==> config.mk <==
export PLATFORM = sky130hd
export DESIGN_NAME = risc16_mc_control
export DESIGN_NICKNAME = d
export VERILOG_FILES = /design/src/rtl/risc16_mc_control.sv
export SDC_FILE = /design/constraint.sdc
export NUM_CORES = 1
export LEC_CHECK = 0
export ABC_AREA = 1
export ABC_CLOCK_PERIOD_IN_PS = 2100
export BUFFER_PORTS_ARGS = -buffer_cell sky130_fd_sc_hd__buf_2
export CORE_MARGIN = 10
export CORE_UTILIZATION = 55
export CTS_BUF_LIST = sky130_fd_sc_hd__clkbuf_4 sky130_fd_sc_hd__clkbuf_8 sky130_fd_sc_hd__clkbuf_16
export DETAILED_ROUTE_END_ITERATION = 7
export PLACE_DENSITY = 0.85
export REMOVE_ABC_BUFFERS = 1
export SLEW_MARGIN = 20
export SYNTH_ARGS = -nofsm -noshare
export SYNTH_HDL_FRONTEND = slang
export SYNTH_SLANG_ARGS = --single-unit
==> constraint.sdc <==
create_clock -name clk -period 2.1 [get_ports clk]
set_input_delay 0 -clock clk [delete_from_list [all_inputs] [get_ports clk]]
set_output_delay 0 -clock clk [all_outputs]
set_load 0.02 [all_outputs]
==> src/rtl/risc16_mc_control.sv <==
// Multi-cycle control unit for the RiSC-16 datapath.
// Sequences FETCH/DECODE/EXEC/MEM/WB per instruction, counts retirements and parks in HALT.
module risc16_mc_control #(
   parameter int ALU_FUNCT_LEN = 2,
   parameter int COUNT_LEN     = 16
) (
   input  logic                     clk,
   input  logic                     rst,
   input  logic [2:0]               opcode,
   input  logic                     imm_nz,
   input  logic                     alu_zero,
   input  logic                     mem_ack,
   output logic                     ir_we,
   output logic                     pc_we,
   output logic                     aluout_we,
   output logic                     mdr_we,
   output logic                     rf_we,
   output logic [1:0]               pc_src,
   output logic                     mem_req,
   output logic                     mem_we,
   output logic                     mem_addr_sel,
   output logic [ALU_FUNCT_LEN-1:0] alu_funct,
   output logic                     alu_src1_sel,
   output logic [1:0]               alu_src2_sel,
   output logic [1:0]               rf_wdata_sel,
   output logic                     halted,
   output logic [2:0]               fsm_state,
   output logic [COUNT_LEN-1:0]     instr_count
);

   // ALU function encodings shared with the datapath ALU.
   localparam logic [ALU_FUNCT_LEN-1:0] ALU_ADD   = ALU_FUNCT_LEN'(0);
   localparam logic [ALU_FUNCT_LEN-1:0] ALU_NAND  = ALU_FUNCT_LEN'(1);
   localparam logic [ALU_FUNCT_LEN-1:0] ALU_PASSA = ALU_FUNCT_LEN'(2);
   localparam logic [ALU_FUNCT_LEN-1:0] ALU_SUB   = ALU_FUNCT_LEN'(3);

   localparam logic [2:0] OP_ADD  = 3'b000;
   localparam logic [2:0] OP_ADDI = 3'b001;
   localparam logic [2:0] OP_NAND = 3'b010;
   localparam logic [2:0] OP_LUI  = 3'b011;
   localparam logic [2:0] OP_SW   = 3'b100;
   localparam logic [2:0] OP_LW   = 3'b101;
   localparam logic [2:0] OP_BEQ  = 3'b110;
   localparam logic [2:0] OP_JALR = 3'b111;

   typedef enum logic [2:0] {
      FETCH  = 3'd0,
      DECODE = 3'd1,
      EXEC   = 3'd2,
      MEM    = 3'd3,
      WB     = 3'd4,
      HALT   = 3'd5
   } state_t;

   state_t                 state_q;
   state_t                 state_d;
   logic                   halted_q;
   logic [COUNT_LEN-1:0]   count_q;
   logic                   retire;

   always_ff @(posedge clk or posedge rst) begin
      if (rst) begin
         state_q  <= FETCH;
         halted_q <= 1'b0;
         count_q  <= '0;
      end else begin
         state_q  <= state_d;
         halted_q <= halted_q | (state_d == HALT);
         if (retire) begin
            count_q <= count_q + COUNT_LEN'(1);
         end
      end
   end

   // Memory handshake: mem_req stays high in FETCH/MEM until the cycle mem_ack is seen;
   // the transfer completes on that cycle's rising edge, and ack is ignored elsewhere.
   always_comb begin
      state_d      = state_q;
      retire       = 1'b0;
      ir_we        = 1'b0;
      pc_we        = 1'b0;
      aluout_we    = 1'b0;
      mdr_we       = 1'b0;
      rf_we        = 1'b0;
      pc_src       = 2'b00;
      mem_req      = 1'b0;
      mem_we       = 1'b0;
      mem_addr_sel = 1'b0;
      alu_funct    = ALU_ADD;
      alu_src1_sel = 1'b0;
      alu_src2_sel = 2'b00;
      rf_wdata_sel = 2'b00;

      case (state_q)
         FETCH: begin
            mem_req = 1'b1;
            if (mem_ack) begin
               ir_we   = 1'b1;
               pc_we   = 1'b1;
               state_d = DECODE;
            end
         end
         DECODE: begin
            state_d = EXEC;
         end
         EXEC: begin
            case (opcode)
               OP_ADD: begin
                  aluout_we = 1'b1;
                  state_d   = WB;
               end
               OP_ADDI: begin
                  alu_src2_sel = 2'b01;
                  aluout_we    = 1'b1;
                  state_d      = WB;
               end
               OP_NAND: begin
                  alu_funct = ALU_NAND;
                  aluout_we = 1'b1;
                  state_d   = WB;
               end
               OP_LUI: begin
                  alu_funct    = ALU_PASSA;
                  alu_src1_sel = 1'b1;
                  aluout_we    = 1'b1;
                  state_d      = WB;
               end
               OP_SW, OP_LW: begin
                  alu_src2_sel = 2'b01;
                  aluout_we    = 1'b1;
                  state_d      = MEM;
               end
               OP_BEQ: begin
                  alu_funct    = ALU_SUB;
                  alu_src2_sel = 2'b10;
                  if (alu_zero) begin
                     pc_we  = 1'b1;
                     pc_src = 2'b01;
                  end
                  retire  = 1'b1;
                  state_d = FETCH;
               end
               OP_JALR: begin
                  retire = 1'b1;
                  if (imm_nz) begin
                     state_d = HALT;
                  end else begin
                     // PC was already incremented in FETCH, so it is the link value.
                     alu_funct    = ALU_PASSA;
                     rf_we        = 1'b1;
                     rf_wdata_sel = 2'b10;
                     pc_we        = 1'b1;
                     pc_src       = 2'b10;
                     state_d      = FETCH;
                  end
               end
               default: state_d = FETCH;
            endcase
         end
         MEM: begin
            mem_req      = 1'b1;
            mem_addr_sel = 1'b1;
            mem_we       = (opcode == OP_SW);
            if (mem_ack) begin
               if (opcode == OP_LW) begin
                  mdr_we  = 1'b1;
                  state_d = WB;
               end else begin
                  retire  = 1'b1;
                  state_d = FETCH;
               end
            end
         end
         WB: begin
            rf_we        = 1'b1;
            rf_wdata_sel = (opcode == OP_LW) ? 2'b01 : 2'b00;
            retire       = 1'b1;
            state_d      = FETCH;
         end
         HALT: begin
            state_d = HALT;
         end
         default: state_d = FETCH;
      endcase

      // Reset kills any outstanding request immediately, not at the next edge.
      if (rst) begin
         state_d   = FETCH;
         retire    = 1'b0;
         ir_we     = 1'b0;
         pc_we     = 1'b0;
         aluout_we = 1'b0;
         mdr_we    = 1'b0;
         rf_we     = 1'b0;
         mem_req   = 1'b0;
         mem_we    = 1'b0;
      end
   end

   assign halted      = halted_q;
   assign fsm_state   = state_q;
   assign instr_count = count_q;

endmodule

==> flow_summary.yaml <==
placed_design:
  portBuffers: 44
  postPlaceCellArea_um2: 1715
  dp_hpwl_um: 3236
  pre_cts_ws_ns: 0.6251
  numPlacedInstances: 301
  gp_congestion: 0.9549
logic_synthesis:
  post_synth.cell_area_avg_um2: 6.432
  synthesis.area_um2: 1466
  syn_inst: 228
  proportion_of_synthesized_chip_area_in_sequential_cells_pct: 34.13
  synthesis_warnings: 0
  synthDistinctLibCells: 28
  postSynthRegisterBits: 20
sta:
  final.setup.worst_slack_ns: 0.2081
  hold_slack_ns: 0.06087
  finalSetupViolCount: 0
  crit_path_time_final_ns: 1.892
  hold_viol: 0
  worst-slew-pin-transition_ns: 0.4746
  unrepaired_setup_endpoints_after_global_routing: "false"
  fin_setup_tns_ns: 0
  fmax_mhz: 528.6
  finalMaxSlewViolations: 0
  max_slew_margin_pct: 68.17
  timing.final.crit_share_pct: 90.09
  fin_worst_skew_ns: 0.007275
floorplanning:
  initial_utilization_pct: 58.66
  rows: 18
  die-area_um2: 5132
  chipWidth_um: 71.64
  design.core.area_um2: 2500
  num_io_pins: 45
  vert_die_dim_um: 71.64
layout:
  n_antenna_cell: 0
  final_cell_area_um2: 1762
  layout_common_cells: "80 x nand2_1, 44 x buf_2, 36 x nor2_1, 27 x nand3_1, 25 x inv_1"
  final_layout_size_suffix_gt1_share_pct: 21.01
  area_delta_synth_final_pct: 20.14
  most_common_cell_after_layout_fill_and_taps_aside: "nand2_1"
  fin_util_pct: 70.47
  design.final.nets: 286
  finalNonFillerCells: 306
worst_setup_path:
  timing.critical_path.arrival_ns: 1.89
  path_delay_family: "buffers and inverters"
  cp-start-kind: "input pin"
  timing.critical_path.required_ns: 2.10
  path_cells: "dlygate4sd3_1 -> buf_2 -> clkinv_1 -> buf_4 -> nand2_1 -> o22ai_1 -> buf_2"
  worstPathMaxFanout: 16
  worst_path_max_delay_cell: "dlygate4sd3_1"
  path_buf_inv: 5
  worstSetupEndpointType: "output port"
  cpMostUsedCell: "buf_2"
  crit_type: "input pin to output port"
  cpPeakStageDelay_ns: 0.54
outcome:
  outcome: "complete, no violations"
global_route:
  grt_overflow: 0
  antenna_found_initial: 0
  grt-busiest-layer: "met2"
  wire_length_of_the_first_global_routing_pass_um: 6927
  global_route.usage.met1_pct: 19.66
  grt_util_met3_pct: 4.545
  via_count_of_the_first_global_routing_pass: 1492
  met2_usage_pct: 27.16
  global_route.usage.total_pct: 15.94
  grt_start_max_net_pins: 18
routing:
  detail_route.drc_violations: 0
  detailedRoute.firstPassIterationCount: 4
  antenna_violating_nets_post_route: 0
  vias: 1649
  avgViaCountPerCell: 5.389
  initialDrtViolationCount: 173
  drt-total-wl_um: 4174
  wl_per_cell_um: 13.64
clocking:
  cts.path.max_buffers: 2
  worstSkewPairLatency_ns: 0.30
  cts_root_buffer: "clkbuf_4"
  h-tree-depth: 1
  clock_sink_count: 20
  tritoncts.num_buffers: 3
  clock_tree_from_tritoncts: "built"
  cts_post_setup_buffers_inserted: 0
  cts.clk_slew.worst_paths_ns: 0.11
power_and_ir_drop:
  total_leakage_power_nw: 0.9870
  peakVddDrop_mv: 0.4532
  p_per_area_nw_per_um2: 511.9
  p_total_uw: 901.9
hold_path:
  min-delay-path-class: "input pin to flip-flop"
run:
  timing.max_cap.violations: 0
where the power goes:
group	internal [mW]	switching (mW)
clock network	0.106	0.120
logic	0.0751	0.152
registers	0.411	0.0381
total	0.592	0.310
worst min-delay path: cells and delay by family:
family,cells,cell delay [ns]
AND/OR/NAND/NOR,1,0.12
buffers and inverters,1,0.11
AO/OA/AOI/OAI,1,0.09
worst paths after layout:
check / end / slack [ns] / from / depth (start not counted)
worst min register to register: halted$_DFF_PP0_ / 0.49 / halted$_DFF_PP0_ / 2
min in group asynchronous: instr_count[5]$_DFFE_PP0P_ / 0.27 / rst / 3
worst min-delay path: fsm_state[0]$_DFF_PP0_ / 0.06 / imm_nz / 3
max in group asynchronous: instr_count[12]$_DFFE_PP0P_ / 1.31 / rst / 4
worst max register to register: instr_count[10]$_DFFE_PP0P_ / 0.58 / fsm_state[0]$_DFF_PP0_ / 7
worst max-delay path: mem_req / 0.21 / rst / 7
cells in the mapped netlist:
| cell type | instances | share of area, % |
|---|---|---|
| xnor2_1 | 2 | 1.2 |
| clkinv_1 | 1 | 0.26 |
| nor3_2 | 1 | 0.68 |
| nor2_1 | 36 | 9.2 |
| nor2_2 | 1 | 0.43 |
| nand2_1 | 80 | 20 |
| a21oi_1 | 1 | 0.34 |
| a211oi_1 | 1 | 0.51 |
| nand4_1 | 5 | 2.1 |
| o21bai_1 | 1 | 0.51 |
| nand3_1 | 27 | 9.2 |
| a31oi_1 | 1 | 0.43 |
| o21ai_4 | 1 | 1.1 |
| nor4_1 | 3 | 1.3 |
| nand2_4 | 1 | 0.77 |
| o22ai_1 | 1 | 0.43 |
| inv_2 | 1 | 0.26 |
| nor3_1 | 4 | 1.4 |
| nand3_4 | 1 | 1.2 |
| nand3_2 | 1 | 0.68 |
| dfrtp_1 | 20 | 34 |
| buf_4 | 2 | 1.0 |
| xor2_1 | 5 | 3.0 |
| buf_2 | 1 | 0.34 |
| buf_6 | 1 | 0.77 |
| o21ai_0 | 3 | 1.0 |
| ha_1 | 1 | 0.85 |
| inv_1 | 25 | 6.4 |
area by class of cell:
cell class / count / area [µm²]
multi-input cells: 177 / 833.3
fillers: 222 / 738.2
flip-flops and latches: 20 / 500.5
repair buffers: 48 / 252.7
inverters: 27 / 101.3
well taps: 30 / 37.54
clock buffers: 4 / 36.28
routing by layer:
layer | vias up | routed length [µm] | part of all wire (%)
li1 | 824 | - | -
met1 | 773 | 1796 | 43
met2 | 48 | 2063 | 49
met3 | 4 | 277 | 6.6
met4 | 0 | 37 | 0.89
met5 | - | 0 | 0
cells by family after synthesis:
kind of cell,synth area share [%]
xor+xnor,4.181
buf+inv,9.043
fa+ha+maj,0.8531
compound gates,4.352
flops,34.13
simple gates,47.44
state kept, by name (all words and copies together) (netlist names):
| register | count |
|---|---|
| instr_count | 16 |
| fsm_state | 3 |
| halted | 1 |
timing repair:
action	in CTS	in global routing
hold endpoints to repair	9	0
hold buffers	1	0
gates resized for setup	0	0
Power figures use the tool's default switching activity.
